`config.mk`:
```
export PLATFORM = sky130hd
export DESIGN_NAME = mul_result_buffer
export DESIGN_NICKNAME = d
export VERILOG_FILES = /design/src/rtl/mul_result_buffer.sv
export SDC_FILE = /design/constraint.sdc
export NUM_CORES = 1
export LEC_CHECK = 0
export CORE_MARGIN = 2
export CORE_UTILIZATION = 35
export DETAILED_ROUTE_END_ITERATION = 8
export SLEW_MARGIN = 20
export SYNTH_ARGS = -nofsm -noshare
export SYNTH_HDL_FRONTEND = slang
export SYNTH_SLANG_ARGS = --single-unit
```
`constraint.sdc`:
```
create_clock -name clk -period 2 [get_ports clk]
set_input_delay 0.6 -clock clk [delete_from_list [all_inputs] [get_ports clk]]
set_output_delay 0.6 -clock clk [all_outputs]
set_load 0.01 [all_outputs]
```
`src/rtl/mul_result_buffer.sv`:
```
// Result FIFO behind the sequential Booth multiplier: captures tagged signed products and hands them out over valid/ready.
// Optional macro RESULT_SAT16_EN adds 16-bit saturated head outputs (out_sat16, out_sat_flag).
module mul_result_buffer #(
  parameter int DEPTH = 4,
  parameter int TAG_W = 4
) (
  input  logic                       clk,
  input  logic                       rst,
  input  logic                       clear,
  input  logic                       in_valid,
  input  logic [31:0]                in_product,
  input  logic [TAG_W-1:0]           in_tag,
  output logic                       in_ready,
  output logic                       out_valid,
  input  logic                       out_ready,
  output logic [31:0]                out_product,
  output logic [TAG_W-1:0]           out_tag,
  output logic [$clog2(DEPTH):0]     count,
  output logic                       overflow
`ifdef RESULT_SAT16_EN
  ,
  output logic [15:0]                out_sat16,
  output logic                       out_sat_flag
`endif
);

  localparam int PW = $clog2(DEPTH);
  localparam int CW = PW + 1;

  logic [31:0]      r_mem_prod [DEPTH];
  logic [TAG_W-1:0] r_mem_tag  [DEPTH];
  logic [PW-1:0]    r_rd_ptr;
  logic [PW-1:0]    r_wr_ptr;
  logic [CW-1:0]    r_count;
  logic             r_overflow;

  logic             w_full;
  logic             w_push;
  logic             w_pop;
  logic [31:0]      w_head_prod;
  logic [TAG_W-1:0] w_head_tag;

  assign w_full      = (r_count == CW'(DEPTH));
  assign in_ready    = !w_full || out_ready;
  assign out_valid   = (r_count != '0);
  assign w_push      = in_valid && in_ready;
  assign w_pop       = out_valid && out_ready;
  assign w_head_prod = r_mem_prod[r_rd_ptr];
  assign w_head_tag  = r_mem_tag[r_rd_ptr];

  // Head data is gated so stale array contents never leak after a pop, clear or reset.
  assign out_product = out_valid ? w_head_prod : '0;
  assign out_tag     = out_valid ? w_head_tag  : '0;
  assign count       = r_count;
  assign overflow    = r_overflow;

  always_ff @(posedge clk or negedge rst) begin
    if (!rst) begin
      r_rd_ptr   <= '0;
      r_wr_ptr   <= '0;
      r_count    <= '0;
      r_overflow <= 1'b0;
    end else if (clear) begin
      r_rd_ptr   <= '0;
      r_wr_ptr   <= '0;
      r_count    <= '0;
      r_overflow <= 1'b0;
    end else begin
      if (w_push) r_wr_ptr <= r_wr_ptr + PW'(1);
      if (w_pop)  r_rd_ptr <= r_rd_ptr + PW'(1);
      if (w_push && !w_pop)
        r_count <= r_count + CW'(1);
      else if (w_pop && !w_push)
        r_count <= r_count - CW'(1);
      if (in_valid && !in_ready) r_overflow <= 1'b1;
    end
  end

  // Storage has no reset so it can map onto plain registers/LUT RAM.
  always_ff @(posedge clk) begin
    if (w_push && !clear) begin
      r_mem_prod[r_wr_ptr] <= in_product;
      r_mem_tag[r_wr_ptr]  <= in_tag;
    end
  end

`ifdef RESULT_SAT16_EN
  logic w_fits16;
  // Fits in 16 bits when bits 31..15 are all copies of the sign.
  assign w_fits16     = (&w_head_prod[31:15]) || !(|w_head_prod[31:15]);
  assign out_sat_flag = out_valid && !w_fits16;
  assign out_sat16    = !out_valid ? 16'h0000 :
                        w_fits16   ? w_head_prod[15:0] :
                        w_head_prod[31] ? 16'h8000 : 16'h7FFF;
`endif

endmodule
```
==> flow_metrics.tcl <==
set metrics [dict create \
    dpl_cell_area_sq_um 7460 \
    layoutNonFillerInstCount 655 \
    syn_inst 291 \
    die_y_um 135 \
    synth_area_leader_cell "edfxtp_1" \
    status "finished, violations left" \
    insertion_delay_ns 0.42 \
    grt_max_degree 25 \
    overflow 0 \
    reg2regPathDepth 8 \
    rr_startpoint "count[0]" \
    synth_top_area_share_pct 72.0 \
    worst_pin_slew_ns 0.416 \
    crit_fanout 6 \
    syn_area_per_cell_sq_um 20.6 \
    layout_setup_ws_ns -0.490 \
    drt-vias-per-instance 4.84 \
    synthFlopType "edfxtp_1" \
    ys_async_sr_fraction_pct 5.26 \
    clk_pin_slew_ns 0.06 \
    drive_gt1_share_pct 44.6 \
    fp.dieW_um 135 \
    worstSetupStartpointType "flop" \
    ys_ff_latch 152 \
    wirelength_mm 12.0 \
    drc 0 \
    coreArea_sq_um 16700 \
    ys_seq_area_share_pct 75.3 \
    syn-num-nets 337 \
    grt_pass1_wl_mm 18.9 \
    io_buffers 82 \
    r2r-end "count[2]" \
    route.vias.total 3171 \
    firstDrtPassIters 4 \
    finClkSkew_ns 0.00982 \
    synth_warnings 0 \
    synth_area_sq_um 6010 \
    worstSetupPathType "reg2out" \
    ios 83 \
    slew_headroom_pct 71.9 \
    dp_hpwl_mm 7.40 \
    p_leak_nw 2.89 \
    drt_iter0_drc 119 \
    arrival_ns 1.89 \
    antenna_found_initial 1 \
    failed_checks "negative setup slack" \
    ctsLongestPathBuffers 2 \
    worstSetupEndpoint "out_product[2]" \
    stdcell_area_sq_um 8310 \
    die_area_sq_um 18200 \
    cts_sinks 152 \
    routedWlPerCell_um 18.3 \
    pwr_density_cell_nw_per_um2 1320 \
    maxSlewViolCount 0 \
    cap_violations 0 \
    ys_top_cells_by_area "edfxtp_1 72%, mux4_2 13%, and2_1 4.2%" \
    r2r_slack_ns -0.09 \
    power_mw 11.0 \
    syn_to_final_growth_pct 38.4 \
    cts_inserted_buffers 17 \
    ant_nets 0 \
    n_antenna_cell 0 \
    timing.final.crit_share_pct 124 \
    cts_tree "built" \
    synth-edff-count 144 \
    grt_usage_pct 14.2 \
    globalplace.congestion 0.775 \
    hold_class "in2async" \
    start_util_pct 36.0 \
    row_count 47 \
    rsz0062_at_grt "yes" \
    fmax_ghz 0.402 \
    root_buffer "clkbuf_16" \
    synth_cell_types 31 \
    ir_drop_mv 0.610 \
    cts_hold_buf 0 \
    worst_ep_required_time_ns 1.40 \
    layout.nets 468 \
    dp_cells 613 \
    worstSetupEndpointType "primary output" \
    hold_viol 0 \
    setup_violations 39 \
    grt_pass1_vias 3505 \
    htree_num_levels 4 \
    period_needed_ns 2.49 \
    setup.worst_path.start "r_rd_ptr[0]" \
]
per-stage QoR:
stage               hold WS [ns]  utilization (%)  setup TNS, ns  setup slack (ns)
floorplan                  0.304                -         -0.474            -0.265
global placement           0.497             44.7         -75.78            -0.526
detailed placement         0.500             44.7         -76.32            -0.573
CTS                        0.460             49.4         -18.18            -0.542
global route               0.482             49.8         -19.00            -0.565
finish                     0.473             49.8         -16.18            -0.490
flip-flops by register name, summed over array words and instances (netlist names):
name,cells
count,3
r_mem_tag,16
r_mem_prod,128
r_wr_ptr,2
overflow,1
r_rd_ptr,2
where the power goes:
| part | switching (mW) | internal, mW | leakage [nW] |
|---|---|---|---|
| logic | 1.64 | 2.54 | 1.21 |
| registers | 0.0753 | 3.65 | 1.41 |
| clock network | 1.23 | 1.84 | 0.274 |
cell usage in the layout, fill, tap and decap left out, types with 3 or more instances in the layout:
cell type | Yosys | routed
dfrtp_1 | 8 | 6
buf_6 | 3 | 34
clkinvlp_4 | 0 | 3
nor2_1 | 9 | 7
and2_1 | 40 | 8
clkbuf_16 | 0 | 17
buf_2 | 7 | 10
buf_12 | 0 | 14
inv_1 | 7 | 6
ha_1 | 4 | 4
and2_4 | 0 | 32
mux4_2 | 36 | 36
clkdlybuf4s50_1 | 0 | 40
o21ai_0 | 3 | 3
buf_4 | 0 | 22
a21oi_1 | 3 | 3
clkinv_4 | 0 | 4
edfxtp_1 | 144 | 144
clkinv_1 | 0 | 3
critical path, stage by stage (launching register included):
cell     delay, ns
dfrtp_2       0.41
buf_6         0.16
buf_16        0.14
mux4_2        0.49
and2_4        0.15
buf_6         0.11
area by class of cell:
| cell class | instances | area, sq um |
|---|---|---|
| Clock buffer | 17 | 425 |
| Clock inverter | 15 | 154 |
| Fill cell | 1399 | 8390 |
| Inverter | 7 | 26.3 |
| Multi-Input combinational cell | 117 | 1490 |
| Sequential cell | 152 | 4530 |
| Tap cell | 220 | 275 |
| Timing Repair Buffer | 127 | 1410 |
Yosys cell counts, types with 2 or more instances:
cell and count:
a21oi_1 3, nor2_1 9, clkbuf_1 5, nand3_1 2
and2_1 40, mux4_2 36, dfrtp_1 8, inv_1 7
xor2_1 2, buf_2 7, edfxtp_1 144, buf_6 3
mux2_1 2, ha_1 4, o21ai_0 3
kinds of logic (layout without fill, tap and decap cells):
logic type               Yosys count  after routing  share of synthesized area (%)
adder cells (fa/ha/maj)            5              5                           1.17
buffers and inverters             22            166                           1.90
AO/OA/AOI/OAI                     13             13                           1.56
multiplexers                      38             38                           13.9
flip-flops                       152            152                           75.3
XOR/XNOR                           3              3                          0.437
AND/OR/NAND/NOR                   58             58                           5.75
how the worst min path moves through the flow:
stage              from  slack, ns  endpoint
2_1_floorplan       rst       0.30  count[0]
3_3_place_gp   overflow       0.50  overflow
3_5_place_dp   overflow       0.50  overflow
4_1_cts             rst       0.46  overflow
5_1_grt             rst       0.48  count[1]
6_report            rst       0.47  overflow
metal layers:
metal  track usage (%)  part of all wire, %
met4              4.51                  1.2
met5                 0                    0
met3              4.39                  5.5
met2              24.1                   51
met1              17.6                   42
repair_timing:
item                                    in CTS  in global routing
gates resized for setup                    215                 28
setup buffers                               11                  0
cloned                                       4                  0
endpoints found under the setup margin      43                 40
pin swaps                                   39                  1
No activity file was read; power rests on OpenSTA's default activity.
